[config.mk]
export PLATFORM = sky130hd
export DESIGN_NAME = fetch_unit
export DESIGN_NICKNAME = d
export VERILOG_FILES = /design/src/rtl/fetch_unit.sv
export SDC_FILE = /design/constraint.sdc
export NUM_CORES = 1
export LEC_CHECK = 0
export ABC_CLOCK_PERIOD_IN_PS = 4100
export BUFFER_PORTS_ARGS = -buffer_cell sky130_fd_sc_hd__buf_4
export CAP_MARGIN = 0
export CORE_MARGIN = 2
export CORE_UTILIZATION = 35
export CTS_CLUSTER_DIAMETER = 100
export DETAILED_ROUTE_END_ITERATION = 12
export GPL_ROUTABILITY_DRIVEN = 1
export PLACE_DENSITY = 0.64
export RECOVER_POWER = 25
export REMOVE_ABC_BUFFERS = 1
export SETUP_SLACK_MARGIN = 0.1
export SYNTH_ARGS = -nofsm -noshare
export SYNTH_HDL_FRONTEND = slang
export SYNTH_SLANG_ARGS = --single-unit
[constraint.sdc]
create_clock -name clk_i -period 4.1 [get_ports clk_i]
set_input_delay 0.205 -clock clk_i [delete_from_list [all_inputs] [get_ports clk_i]]
set_output_delay 0.205 -clock clk_i [all_outputs]
set_load 0.03 [all_outputs]
[src/rtl/fetch_unit.sv]
// Instruction fetch stage: Wishbone read master feeding a small FIFO of
// {instruction, pc, fault} entries, with redirect/flush and bus-error halting.
module fetch_unit #(
   parameter logic [31:0] RESET_PC   = 32'h0000_0000,
   parameter int          FIFO_DEPTH = 4
) (
   input  logic        rst_i,
   input  logic        clk_i,
   output logic [31:0] fetch_adr_o,
   input  logic [31:0] fetch_dat_i,
   output logic [31:0] fetch_dat_o,
   output logic        fetch_we_o,
   output logic        fetch_stb_o,
   output logic        fetch_cyc_o,
   input  logic        fetch_ack_i,
   input  logic        fetch_err_i,
   output logic [31:0] instr_o,
   output logic [31:0] instr_pc_o,
   output logic        instr_fault_o,
   output logic        instr_valid_o,
   input  logic        instr_ready_i,
   input  logic        redirect_i,
   input  logic [31:0] redirect_pc_i
);

   localparam int DAT_WIDTH = 32;
   localparam int PW        = (FIFO_DEPTH > 1) ? $clog2(FIFO_DEPTH) : 1;
   localparam int CW        = PW + 1;
   localparam logic [DAT_WIDTH-1:0] STRIDE   = DAT_WIDTH'(DAT_WIDTH / 8);
   localparam logic [DAT_WIDTH-1:0] ALIGN_MK = ~DAT_WIDTH'(3);
   localparam logic [CW-1:0]        DEPTH_C  = CW'(FIFO_DEPTH);

   typedef enum logic [1:0] {IDLE, REQ, GAP} state_t;

   state_t                 state;
   logic [DAT_WIDTH-1:0]   fetch_pc;
   logic [DAT_WIDTH-1:0]   adr;
   logic                   stb;
   logic                   stale;
   logic                   halted;

   logic [DAT_WIDTH-1:0]   mem_dat [FIFO_DEPTH];
   logic [DAT_WIDTH-1:0]   mem_pc  [FIFO_DEPTH];
   logic                   mem_flt [FIFO_DEPTH];
   logic [PW-1:0]          rd_ptr;
   logic [PW-1:0]          wr_ptr;
   logic [CW-1:0]          count;

   logic                   done;
   logic                   push;
   logic                   pop;
   logic [CW-1:0]          count_after_pop;
   logic                   can_issue;

   assign done            = (state == REQ) && (fetch_ack_i || fetch_err_i);
   assign push            = done && !stale && !redirect_i && !rst_i;
   assign pop             = (count != '0) && instr_ready_i && !redirect_i;
   assign count_after_pop = count - CW'(pop);
   // A redirect this cycle must not launch a fetch from the old PC.
   assign can_issue       = !halted && !redirect_i && (count_after_pop < DEPTH_C);

   always_ff @(posedge clk_i) begin
      if (rst_i) begin
         state    <= IDLE;
         stb      <= 1'b0;
         adr      <= '0;
         stale    <= 1'b0;
         halted   <= 1'b0;
         fetch_pc <= RESET_PC & ALIGN_MK;
      end else begin
         if (redirect_i) begin
            fetch_pc <= redirect_pc_i & ALIGN_MK;
            halted   <= 1'b0;
         end
         case (state)
            IDLE: begin
               if (can_issue) begin
                  state <= REQ;
                  stb   <= 1'b1;
                  adr   <= fetch_pc;
               end
            end
            REQ: begin
               if (done) begin
                  state <= GAP;
                  stb   <= 1'b0;
                  if (!stale && !redirect_i) begin
                     if (fetch_err_i) halted   <= 1'b1;
                     else             fetch_pc <= fetch_pc + STRIDE;
                  end
               end else if (redirect_i) begin
                  stale <= 1'b1;
               end
            end
            GAP: begin
               // Strobe has been low for this one cycle; next issue may start now.
               stale <= 1'b0;
               if (can_issue) begin
                  state <= REQ;
                  stb   <= 1'b1;
                  adr   <= fetch_pc;
               end else begin
                  state <= IDLE;
               end
            end
            default: begin
               state <= IDLE;
               stb   <= 1'b0;
            end
         endcase
      end
   end

   always_ff @(posedge clk_i) begin
      if (rst_i || redirect_i) begin
         rd_ptr <= '0;
         wr_ptr <= '0;
         count  <= '0;
      end else begin
         if (push) wr_ptr <= wr_ptr + PW'(1);
         if (pop)  rd_ptr <= rd_ptr + PW'(1);
         count <= count + CW'(push) - CW'(pop);
      end
   end

   always_ff @(posedge clk_i) begin
      if (push) begin
         mem_dat[wr_ptr] <= fetch_err_i ? '0 : fetch_dat_i;
         mem_pc[wr_ptr]  <= adr;
         mem_flt[wr_ptr] <= fetch_err_i;
      end
   end

   assign fetch_adr_o   = adr;
   assign fetch_dat_o   = '0;
   assign fetch_we_o    = 1'b0;
   assign fetch_stb_o   = stb;
   assign fetch_cyc_o   = stb;

   // Head fields are forced to zero while empty so they are never undefined.
   assign instr_valid_o = (count != '0);
   assign instr_o       = instr_valid_o ? mem_dat[rd_ptr] : '0;
   assign instr_pc_o    = instr_valid_o ? mem_pc[rd_ptr]  : '0;
   assign instr_fault_o = instr_valid_o ? mem_flt[rd_ptr] : 1'b0;

endmodule

Yosys cells after proc, flatten, opt, wreduce, memory -nomap -nowiden
Memories as Yosys holds them, arrays and structs flattened. A register that Yosys moved wholly into a read port is not among the register bits.
Cells that the tools add are included.
W data, S select, Z words.
{"block": "word_totals", "n_memories": 3, "mem_bits_rw": 260, "ff_bits": 76, "input_bits": 70}
{"block": "classes", "reduce_logical": 23, "magnitude_cmp": 1, "mux": 32, "add_sub_neg": 6, "n_eq_ne": 7}
{"name": "mem_dat", "words": 4, "word_bits": 32, "read_ports": 1, "rd_ports_with_merged_regs": 1, "write_ports": 1, "line": "42", "rtl": "logic [DAT_WIDTH-1:0] mem_dat [FIFO_DEPTH];"}
{"name": "mem_pc", "words": 4, "word_bits": 32, "read_ports": 1, "rd_ports_with_merged_regs": 1, "write_ports": 1, "line": "43", "rtl": "logic [DAT_WIDTH-1:0] mem_pc [FIFO_DEPTH];"}
{"name": "mem_flt", "words": 4, "word_bits": 1, "read_ports": 1, "rd_ports_with_merged_regs": 1, "write_ports": 1, "line": "44", "rtl": "logic mem_flt [FIFO_DEPTH];"}
{"cell": "$mux W32", "n": 8}
{"cell": "$add A32 B3 Y32 const B", "n": 1}
{"cell": "$mux W2", "n": 8}
{"cell": "$mux W1", "n": 13}
{"cell": "$logic_and A1 B1 Y1", "n": 9}
{"cell": "$ne A2 B2 Y1 const B", "n": 4}
{"cell": "$pmux W2 S3", "n": 1}
{"cell": "$reduce_and A2 Y1", "n": 3}
{"cell": "$sub A3 B1 Y3", "n": 2}
{"cell": "$add A2 B1 Y2 const B", "n": 2}
{"cell": "$logic_not A1 Y1", "n": 4}
{"cell": "$pmux W1 S2", "n": 2}
{"cell": "$add A3 B1 Y3", "n": 1}
{"cell": "$lt A3 B3 Y1 const B", "n": 1}
{"cell": "$reduce_and A3 Y1", "n": 1}
{"cell": "$reduce_bool A3 Y1", "n": 1}
{"cell": "$eq A2 B1 Y1 const B", "n": 1}
{"cell": "$eq A2 B2 Y1 const B", "n": 1}
{"cell": "$logic_not A2 Y1", "n": 1}
{"cell": "$logic_or A1 B1 Y1", "n": 2}
{"cell": "$ne A2 B1 Y1 const B", "n": 1}
{"cell": "$reduce_bool A2 Y1", "n": 1}
{"cell": "$reduce_or A2 Y1", "n": 1}

Logic depth before layout (Yosys ltp)
Gate-level depths: netlist of the first run.
{"block": "depth", "depth_word": 8, "ltp_mapped": 12, "depth_no_buf": 11}

Least setup slack after synthesis of the first run
No wires, ideal clock.
{"block": "synth_path", "path_kind": "reg2reg", "from": "reg state[0]", "to": "mem mem_dat[0][0] (enable)", "t_arrival_ps": 2675, "period_less_slack_ps": 3105, "setup_time_ps": 430, "path_stages_with_launch": 5, "slack_ps": 995, "n_path_buf": 1, "path_cell_list": "dfxtp_1 nor3b_2 buf_4 nor3b_4 and2_1"}
{"block": "synth_between", "elab_chain_len": 7}
{"element": "start, declared", "line": "35", "rtl": "state_t state;"}
{"element": "start signal, assigned", "line": "64", "rtl": "state <= IDLE;"}
{"element": "start signal, assigned", "line": "78", "rtl": "state <= REQ;"}
{"element": "start signal, assigned", "line": "85", "rtl": "state <= GAP;"}
{"element": "$eq A2 B1 Y1", "line": "55", "rtl": "assign done = (state == REQ) && (fetch_ack_i || fetch_err_i);"}
{"element": "$logic_and A1 B1 Y1", "line": "55"}
{"element": "$logic_and A1 B1 Y1 (3 in a row)", "line": "56", "rtl": "assign push = done && !stale && !redirect_i && !rst_i;"}
{"element": "$mux W1", "line": "127", "rtl": "if (push) begin"}
{"element": "$mux W1", "line": "128", "rtl": "mem_dat[wr_ptr] <= fetch_err_i ? '0 : fetch_dat_i;"}
{"element": "end, declared", "line": "42"}
Every way passes these cells.

Worst setup path in the final report of the first run
{"block": "layout_path", "from": "in fetch_err_i", "to": "reg fetch_pc[3]"}
{"block": "layout_between", "elab_chain_len": 4, "word_cells_on_any_way": 6}
{"element": "start, declared", "line": "16", "rtl": "input logic fetch_err_i,"}
{"element": "$mux W32 or $logic_or A1 B1 Y1 (tied branches)", "line": "88, 55"}
{"element": "$mux W32 or $logic_and A1 B1 Y1 (tied branches)", "line": "87, 55"}
{"element": "$mux W32 (*)", "line": "84", "rtl": "if (done) begin"}
{"element": "$mux W32 (*)", "line": "75", "rtl": "case (state)"}
{"element": "end signal, assigned", "line": "69", "rtl": "fetch_pc <= RESET_PC & ALIGN_MK;"}
{"element": "end signal, assigned", "line": "72", "rtl": "fetch_pc <= redirect_pc_i & ALIGN_MK;"}
{"element": "end signal, assigned", "line": "89", "rtl": "else fetch_pc <= fetch_pc + STRIDE;"}
{"element": "end, declared", "line": "36", "rtl": "logic [DAT_WIDTH-1:0] fetch_pc;"}
Mark *: on every way between the ends. The rest lies on a longest branch, timed or not.
A chain may end at the register's enable or synchronous reset.

==> metrics.txt, run 1 <==
number of max-cap violations 1; most common cell in the netlist edfxtp_1; Placement Rows 72; Worst VDD drop 0.256 mV; setup tns final 0 ns; min-delay worst type in -> reg; clock latency on the worst-skew pair 0.52 ns; layout cell share with drive strength beyond 1 28.9%; R2R depth 12; final wirelength 31.0 mm; Tcrit/Tclk final 77.2%; Distinct cells, synth 53; Setup Buffers After CTS 0; #FFs+latches synth 338; sequential share of the synthesized area 67.4%; Setup Skew 0.0297 ns; vias in the first global route 7963; post-synthesis mux area share 10.7%; routed vias 7931; RePlAce Congestion 0.762; drt drc 0; Ant. Diodes 0; I/O Pins 203; Syn-to-layout area delta 21.9%; cell mode on critical path clkbuf_1; Post-synth top flop edfxtp_1; top cell family by delay on the critical path buffers and inverters; DR pass1 iterations 5; WHS Endpoint fetch_pc[9]; largest cells by area after synthesis edfxtp_1, dfxtp_1, mux4_2; failing checks max-capacitance violations, max-slew violations; Hold Vio Cnt, Final 0; CP Max Fanout 38; Critical Path RT 4.48 ns; Die Y 203 um; Placement Setup Slack 1.40 ns; Worst Path Arrival 3.54 ns; antenna violations before repair 1; P_leak 5.76 nW; power density over cell area 432 nW/um^2; RSZ-0062 raised after global routing no; area fraction in compound gates after synthesis 3.75%; Inserted Clock Buffers 37; input/output buffers 167; CP max-delay cell clkbuf_1; CP startpoint kind primary input; area leader, netlist edfxtp_1; Final HPWL DP 19.1 mm; top cells by count, synth edfxtp_1, nand2_1, dfxtp_1, and2_1, mux4_2; Iteration-0 DRC Markers 499; Layout Cells excl Fill 1641; first-pass GRT wire length 47.4 mm; Final Max Slew Viols 39; Post-synth EDFFs 260; worst r2r src state[0]; largest family of logic cells by synthesized area simple AND/OR/NAND/NOR gates; grt ovf 0; Tot Pwr 7.32 mW; endpoints failing setup 0; reg2reg end count[2]; clock buffer depth 3; Core ar. 38900 um^2; Slew HR -50.2%; Die W 203 um; largest net degree at the start of global routing 68; DIE AREA 41300 um^2; Final WS setup 0.936 ns; WL/cell 18.9 um; Yosys top cell area share 56.2%; Avg Cell Area, Syn 15.2 um^2; placed cell count 1559; TritonCTS clock tree built; Hold Crit Depth 3; vias per cell 4.83; Post-Synth Adder-Cell Area 0.774%; Post-Syn Area 13900 um^2; Synth Area in Simple Gates 11.8%; CP endpoint kind flop; Cells after Synth 912; Total GRT Usage 15.0%; CP max stage delay 1.65 ns; CTS H-tree lvls 2; # hold bufs at CTS 17; Worst Setup Path Type in -> reg; Async SR Flop Fraction 0%; f_max 0.316 GHz; critical path cell sequence clkbuf_1 -> clkbuf_1 -> nor2b_1 -> buf_4 -> nand2_2 -> mux2_2 -> nand2_1 -> a21oi_1; Nets 1175; final antenna-violating net count 0; status finished, violations left; crit path time final 3.16 ns; Post-Synth XOR/XNOR Area 1.95%; worst slew pin tran 2.25 ns; Clock Pin Slew Worst Setup and Hold Paths 0.06 ns; root buffer cell clkbuf_16; Buf+Inv Stages, Crit Path 3; CTS resizes 0; YS warnings 0; hold wc startpoint redirect_pc_i[9]; clk sink count 338; Initial Utilization 35.7%; R2R Setup Slk 1.42 ns
[how the worst max path moves through the flow]
stage / startpoint / to / slack [ns] / cells after the start
floorplan: flop / instr_fault_o / 0.22 / 2
global placement: redirect_i / count[2] / 1.38 / 12
detailed placement: redirect_i / count[2] / 1.40 / 12
CTS: flop / instr_pc_o[16] / 1.15 / 4
global route: fetch_err_i / fetch_pc[3] / 0.60 / 8
finish: fetch_err_i / fetch_pc[3] / 0.94 / 8
[layout make-up]
type                    instances  area [um^2]
clock buffers                  52         1030
fillers                      3551        22000
well taps                     518          648
inverters                       9         33.8
flip-flops and latches        338         9380
repair buffers                198         1570
clock inverters                13          116
multi-input cells             513         4160
[worst register-to-register path, cell delays in order (launching register included)]
cell,delay (ns)
dfxtp_1,0.43
nor3b_2,0.19
buf_4,0.20
nor3b_4,0.36
inv_1,0.09
ha_1,0.30
inv_1,0.06
ha_1,0.13
inv_1,0.04
fa_1,0.37
xor2_1,0.18
xnor2_1,0.15
nor2_1,0.05
[layer usage]
metal	up-vias	GRT usage [%]	routed length, um
li1	3712	-	-
met4	0	3.47	563
met2	238	24.0	14600
met1	3938	21.1	13800
met3	43	3.05	2040
met5	-	0	0
[cell families after synthesis]
logic type | count (synthesis)
muxes | 67
DFF | 338
xor gates and xnor gates | 31
other | 1
adders and majority gates | 8
buffers and inverters | 93
AOI/OAI and AO/OA | 82
and+or+nand+nor | 292
[registers in the layout, indices dropped and copies added, names as in the netlist, named ones only]
signal,cells
mem_flt,4
fetch_cyc_o,1
state,2
count,3
wr_ptr,2
fetch_pc,32
mem_pc,128
stale,1
rd_ptr,2
fetch_adr_o,32
halted,1
mem_dat,128
[metrics by stage]
step           util [%]  hold WS [ns]  area, um^2
4_1_cts            43.5       0.00492       16900
5_1_grt            43.5        0.0208       16900
6_report           43.5        0.0150       16900
2_1_floorplan         -         0.270       13500
3_3_place_gp       40.1         0.442       15600
3_5_place_dp       40.1         0.445       15600
[where the power goes]
group / internal [mW] / switching, mW / total [mW]
Sequential: 3.72 / 0.0544 / 3.78
Clock: 1.88 / 1.28 / 3.16
Combinational: 0.148 / 0.232 / 0.380
Total: 5.75 / 1.56 / 7.32
[layout by cell type (no fill, tap or decap), types with 4 or more instances in the layout]
master,count
and4_1,5
and2_4,4
a21oi_1,41
nor4_2,4
nand2_1,86
o22ai_1,5
buf_4,175
nand3_1,11
inv_1,9
dlygate4sd3_1,17
a31oi_1,7
clkbuf_16,39
mux4_2,65
ha_1,7
dfxtp_1,76
edfxtp_1,260
clkbuf_1,14
clkinv_1,7
nor2b_1,34
nand4_1,7
and2_1,73
conb_1,33
a211oi_1,13
nor3_1,5
buf_12,4
o21ai_0,5
xnor2_1,27
xor2_1,4
and3_1,5
nor3_2,7
nor2_1,33
Power figures use the tool's default switching activity.
==> run 2: changes to the inputs <==
--- a/config.mk
+++ b/config.mk
@@ -5,7 +5,7 @@
 export SDC_FILE = /design/constraint.sdc
 export NUM_CORES = 1
 export LEC_CHECK = 0
-export ABC_CLOCK_PERIOD_IN_PS = 4100
+export ABC_CLOCK_PERIOD_IN_PS = 3300
 export BUFFER_PORTS_ARGS = -buffer_cell sky130_fd_sc_hd__buf_4
 export CAP_MARGIN = 0
 export CORE_MARGIN = 2
==> constraint.sdc (replaced) <==
create_clock -name clk_i -period 3.3 [get_ports clk_i]
set_input_delay 0.165 -clock clk_i [delete_from_list [all_inputs] [get_ports clk_i]]
set_output_delay 0.165 -clock clk_i [all_outputs]
set_load 0.03 [all_outputs]
==> metrics.txt, run 2 (same netlist as run 1, synthesis figures left out) <==
Hold Crit Depth 3 (unchanged); f_max 0.384 GHz; CP startpoint kind flop (was primary input); Total GRT Usage 15.4% (was 15.0%); crit path time final 2.61 ns; number of max-cap violations 1 (unchanged); Final Max Slew Viols 38 (was 39); Core ar. 38900 um^2 (unchanged); reg2reg end count[2] (unchanged); CP Max Fanout 26 (was 38); CP endpoint kind primary output (was flop); power density over cell area 549 nW/um^2 (was 432 nW/um^2); setup tns final 0 ns (unchanged); Syn-to-layout area delta 23.6% (was 21.9%); Die W 203 um (unchanged); R2R depth 11 (was 12); TritonCTS clock tree built (unchanged); Initial Utilization 35.7% (unchanged); root buffer cell clkbuf_16 (unchanged); Worst Setup Path Type reg -> out (was in -> reg); Slew HR -53.6% (was -50.2%); CTS H-tree lvls 2 (unchanged); Worst Path Arrival 2.44 ns (was 3.54 ns); DR pass1 iterations 5 (unchanged); Worst VDD drop 0.338 mV (was 0.256 mV); input/output buffers 167 (unchanged); hold wc startpoint redirect_pc_i[15] (was redirect_pc_i[9]); worst r2r src state[0] (unchanged); Inserted Clock Buffers 36 (was 37); layout cell share with drive strength beyond 1 29.6% (was 28.9%); P_leak 5.88 nW (was 5.76 nW); Critical Path RT 3.13 ns (was 4.48 ns); status finished, violations left (unchanged); Setup Buffers After CTS 0 (unchanged); most common cell after layout, fill and taps aside edfxtp_1 (unchanged); final core utilization 44.1% (was 43.5%); Tcrit/Tclk final 79.0%; antenna violations before repair 0 (was 1); CP max-delay cell dfxtp_4 (was clkbuf_1); min-delay worst type in -> reg (unchanged); WL/cell 19.3 um (was 18.9 um); clock latency on the worst-skew pair 0.52 ns (about the same); Design Area, Final 17200 um^2 (was 16900 um^2); Die Y 203 um (unchanged); I/O Pins 203 (unchanged); final wirelength 31.8 mm (was 31.0 mm); drt drc 0 (unchanged); grt ovf 0 (unchanged); vias in the first global route 8095 (was 7963); DIE AREA 41300 um^2 (unchanged); failing checks max-capacitance violations, max-slew violations (unchanged); RePlAce Congestion 0.768 (was 0.762); CP max stage delay 0.69 ns (was 1.65 ns); Nets 1187 (was 1175); Iteration-0 DRC Markers 482 (was 499); clk sink count 338 (unchanged); first-pass GRT wire length 48.5 mm (was 47.4 mm); Largest regs mem_dat (128), mem_pc (128) (unchanged); R2R Setup Slk 0.74 ns (was 1.42 ns); final antenna-violating net count 0 (unchanged); Final HPWL DP 20.1 mm (was 19.1 mm); largest net degree at the start of global routing 68 (unchanged); Clock Pin Slew Worst Setup and Hold Paths 0.06 ns (about the same); Ant. Diodes 0 (unchanged); Buf+Inv Stages, Crit Path 2 (was 3); most frequent cells in the layout edfxtp_1, buf_4, nand2_1 (unchanged); final hold slack 0.0235 ns (was 0.0150 ns); RSZ-0062 raised after global routing no (unchanged); Placement Rows 72 (unchanged); worst slew pin tran 2.30 ns (was 2.25 ns); placed cell areas 15700 um^2 (was 15600 um^2); Tot Pwr 9.44 mW (was 7.32 mW); Hold Vio Cnt, Final 0 (unchanged); endpoints failing setup 0 (unchanged); WHS Endpoint fetch_pc[15] (was fetch_pc[9]); Setup Skew 0.0176 ns (was 0.0297 ns); routed vias 7961 (was 7931); critical path cell sequence buf_12 -> mux4_2 -> and2_1 -> buf_4 (was clkbuf_1 -> clkbuf_1 -> nor2b_1 -> buf_4 -> nand2_2 -> mux2_2 -> nand2_1 -> a21oi_1); top cell family by delay on the critical path flip-flops (was buffers and inverters); vias per cell 4.82 (was 4.83); clock buffer depth 3 (unchanged)
-- run 2: layer usage --
metal  vias to the layer above  share of wire, %  global-route usage [%]
met5                         -                 0                       0
met2                       225                49                    26.0
met4                         0               1.5                    3.44
li1                       3724                 -                       -
met1                      3974                44                    20.8
met3                        38               5.4                    2.70
-- run 2: worst max-delay path by stage --
stage               endpoint  slack [ns]  cells past startpoint
6_report          instr_o[7]        0.69                      4
5_1_grt           instr_o[7]        0.53                      4
4_1_cts        instr_pc_o[6]        0.61                      4
3_5_place_dp        count[2]        0.62                     12
3_3_place_gp        count[2]        0.65                     12
2_1_floorplan  instr_fault_o       -0.54                      2
-- run 2: cell type report --
cell class | instances | area [um^2]
repair buffers | 211 | 1720
clock buffers | 44 | 952
well taps | 518 | 648
multi-input cells | 513 | 4160
clock inverters | 17 | 288
fillers | 3573 | 21700
inverters | 9 | 33.8
flip-flops and latches | 338 | 9380
-- run 2: worst reg2reg max path, stage by stage (launching register included) --
cell     delay (ns)
dfxtp_1        0.44
nor3b_2        0.24
nor3b_4        0.38
inv_1          0.08
ha_1           0.29
inv_1          0.07
ha_1           0.14
inv_1          0.05
fa_1           0.39
xor2_1         0.17
xnor2_1        0.13
nor2_1         0.06
-- run 2: repair_timing --
item | in CTS | in global routing
hold buffers | 23 | 0
hold endpoints to repair | 23 | 0
resized for setup | 0 | 0
endpoints found under the setup margin | 0 | 0
-- run 2: through the flow --
step           instances  setup WS [ns]
6_report            1650          0.694
5_1_grt             1650          0.529
4_1_cts             1650          0.610
3_5_place_dp        1566          0.615
3_3_place_gp        1566          0.652
2_1_floorplan        860         -0.541
-- run 2: where the power goes --
| group | internal (mW) | total [mW] | switching, mW | leakage (nW) |
|---|---|---|---|---|
| logic | 0.189 | 0.482 | 0.293 | 2.31 |
| clock network | 2.67 | 4.26 | 1.59 | 0.601 |
| registers | 4.63 | 4.69 | 0.0667 | 2.97 |
==> run 3: changes to the inputs <==
--- a/config.mk
+++ b/config.mk
@@ -5,7 +5,8 @@
 export SDC_FILE = /design/constraint.sdc
 export NUM_CORES = 1
 export LEC_CHECK = 0
-export ABC_CLOCK_PERIOD_IN_PS = 3300
+export ABC_AREA = 1
+export ABC_CLOCK_PERIOD_IN_PS = 2650
 export BUFFER_PORTS_ARGS = -buffer_cell sky130_fd_sc_hd__buf_4
 export CAP_MARGIN = 0
 export CORE_MARGIN = 2
==> constraint.sdc (replaced) <==
create_clock -name clk_i -period 2.65 [get_ports clk_i]
set_input_delay 0.1325 -clock clk_i [delete_from_list [all_inputs] [get_ports clk_i]]
set_output_delay 0.1325 -clock clk_i [all_outputs]
set_load 0.03 [all_outputs]
==> metrics.txt, run 3 <==
P_leak 6.79 nW (was 5.88 nW); Final WS setup 0.308 ns (was 0.694 ns); input/output buffers 167 (unchanged); Critical Path RT 2.52 ns (was 3.13 ns); most common cell after layout, fill and taps aside nor2_1 (was edfxtp_1); Setup Buffers After CTS 0 (unchanged); Avg Cell Area, Syn 9.81 um^2 (was 15.2 um^2); final wirelength 38.0 mm (was 31.8 mm); vias in the first global route 10600 (was 8095); Placement Setup Slack 0.324 ns (was 0.615 ns); Tcrit/Tclk final 88.4%; Final HPWL DP 23.4 mm (was 20.1 mm); CP Max Fanout 59 (was 26); largest net degree at the start of global routing 66 (was 68); Syn-to-layout area delta 22.5% (was 23.6%); Async SR Flop Fraction 0% (unchanged); number of max-cap violations 0 (was 1); WL/cell 16.9 um (was 19.3 um); R2R depth 12 (was 11); CTS H-tree lvls 2 (unchanged); #FFs+latches synth 338 (unchanged); Setup Skew 0.0212 ns (was 0.0176 ns); Post-synth top flop edfxtp_1 (unchanged); root buffer cell clkbuf_16 (unchanged); internal power 8.85 mW (was 7.49 mW); worst r2r src count[1] (was state[0]); Core ar. 41000 um^2 (was 38900 um^2); TritonCTS clock tree built (unchanged); reg2reg end count[2] (unchanged); RePlAce Congestion 0.870 (was 0.768); first-pass GRT wire length 58.9 mm (was 48.5 mm); Psw 2.47 mW (was 1.95 mW); Final Max Slew Viols 0 (was 38); placed cell areas 16400 um^2 (was 15700 um^2); setup tns final 0 ns (unchanged); final hold slack 0.0327 ns (was 0.0235 ns); Post-synth EDFFs 260 (unchanged); final core utilization 43.7% (was 44.1%); hold wc startpoint redirect_pc_i[24] (was redirect_pc_i[15]); Largest regs mem_dat (128), mem_pc (128) (unchanged); Hold Vio Cnt, Final 0 (unchanged); power density over cell area 632 nW/um^2 (was 549 nW/um^2); Placement Rows 74 (was 72); R2R Setup Slk 0.35 ns (was 0.74 ns); f_max 0.427 GHz; RSZ-0062 raised after global routing no (unchanged); CP startpoint kind flop (unchanged); endpoints failing setup 0 (unchanged); Nets 1762 (was 1187); status completed (was finished, violations left); YS warnings 0 (unchanged); Worst VDD drop 0.419 mV (was 0.338 mV); CP endpoint kind primary output (unchanged); clock latency on the worst-skew pair 0.52 ns (about the same); clock buffer depth 3 (unchanged); DIE AREA 43500 um^2 (was 41300 um^2); Hold Crit Depth 5 (was 3); area leader, netlist edfxtp_1 (unchanged); worst slew pin tran 0.761 ns (was 2.30 ns); final antenna-violating net count 0 (unchanged); placed cell count 2135 (was 1566); Total GRT Usage 17.2% (was 15.4%); crit path time final 2.34 ns; Worst Path Arrival 2.21 ns (was 2.44 ns); Layout Cells excl Fill 2240 (was 1650); most frequent cells in the layout nor2_1, edfxtp_1, buf_4 (was edfxtp_1, buf_4, nand2_1); Clock Pin Slew Worst Setup and Hold Paths 0.07 ns (was 0.06 ns); min-delay worst type in -> reg (unchanged); Tot Pwr 11.3 mW (was 9.44 mW); largest cells by area after synthesis edfxtp_1, dfxtp_1, nor2_1 (was edfxtp_1, dfxtp_1, mux4_2); Design Area, Final 17900 um^2 (was 17200 um^2); I/O Pins 203 (unchanged); Yosys top cell area share 53.3% (was 56.2%); clk sink count 338 (unchanged); Die W 208 um (was 203 um); top cells by count, synth nor2_1, edfxtp_1, nand2_1, o21ai_0, a21oi_1 (was edfxtp_1, nand2_1, dfxtp_1, and2_1, mux4_2); Initial Utilization 35.7% (about the same); power share of the clock group 42.8% (was 45.2%); Sw Share 21.9% (was 20.7%); layout cell share with drive strength beyond 1 16.1% (was 29.6%); antenna violations before repair 2 (was 0); Slew HR 49.2% (was -53.6%); WHS Endpoint fetch_pc[24] (was fetch_pc[15]); DR pass1 iterations 5 (unchanged); Comb power frac 5.7% (was 5.1%); drt drc 0 (unchanged); grt ovf 0 (unchanged); routed vias 10800 (was 7961); Post-Syn Area 14600 um^2 (was 13900 um^2); Worst Setup Path Type reg -> out (unchanged); vias per cell 4.82 (about the same); Die Y 208 um (was 203 um); Reg power frac 51.5% (was 49.7%); sequential share of the synthesized area 64.0% (was 67.4%); most common cell in the netlist nor2_1 (was edfxtp_1); Iteration-0 DRC Markers 650 (was 482); Cells after Synth 1492 (was 912); Inserted Clock Buffers 37 (was 36); Distinct cells, synth 37 (was 53)
-- run 3: routing by layer --
layer / routed length (um) / part of all wire [%] / up-vias / GRT usage, %
met5: 0 / 0 / - / 0
met4: 708 / 1.9 / 0 / 5.01
met3: 1800 / 4.7 / 57 / 3.12
met2: 18400 / 48 / 241 / 29.4
met1: 17100 / 45 / 5167 / 22.4
li1: - / - / 5332 / -
-- run 3: cells by family (layout without fill, tap and decap cells) --
logic type      count (synthesis)  in the layout  share of synthesized area [%]
flops                         338            338                           64.0
xor+xnor                        7              7                          0.419
buf+inv                       215            398                           7.13
fa+ha+maj                       8              8                          0.735
simple gates                  625            625                           17.2
compound gates                298            298                           10.5
other cells                     1             34                         0.0256
-- run 3: power by group through the flow --
stage,combinational [mW],clock (mW),sequential (mW)
2_1_floorplan,0.297,0,5.96
3_3_place_gp,0.587,0,5.95
3_5_place_dp,0.594,0,5.95
4_1_cts,0.645,4.98,5.84
5_1_grt,0.703,5.18,5.85
6_report,0.642,4.85,5.84
-- run 3: area by class of cell --
cell class | count | area (um^2)
multi-input cells | 971 | 4370
fillers | 3877 | 23100
diodes | 1 | 2.50
clock buffers | 46 | 960
inverters | 98 | 369
repair buffers | 238 | 2020
well taps | 532 | 666
flip-flops and latches | 338 | 9380
clock inverters | 16 | 165
-- run 3: worst max-delay path by stage --
stage,end,startpoint,cells past startpoint,slack (ns)
after CTS,instr_pc_o[15],flop,7,0.24
after detailed placement,count[2],state[0],11,0.32
after floorplan,instr_pc_o[30],flop,3,-1.84
final,instr_pc_o[19],flop,7,0.31
after global placement,count[2],state[0],11,0.35
after global routing,instr_o[15],flop,7,0.15
-- run 3: critical path, stage by stage, from the launching register on --
cell     delay (ns)
dfxtp_4        0.37
buf_12         0.24
buf_12         0.31
nor2_1         0.09
nor2_1         0.08
o21ai_0        0.09
a21oi_1        0.28
buf_4          0.22
-- run 3: what timing repair did --
action,4_1_cts,5_1_grt
hold buffers,42,0
setup endpoints to repair,0,3
resized for setup,0,2
hold endpoints to repair,130,0
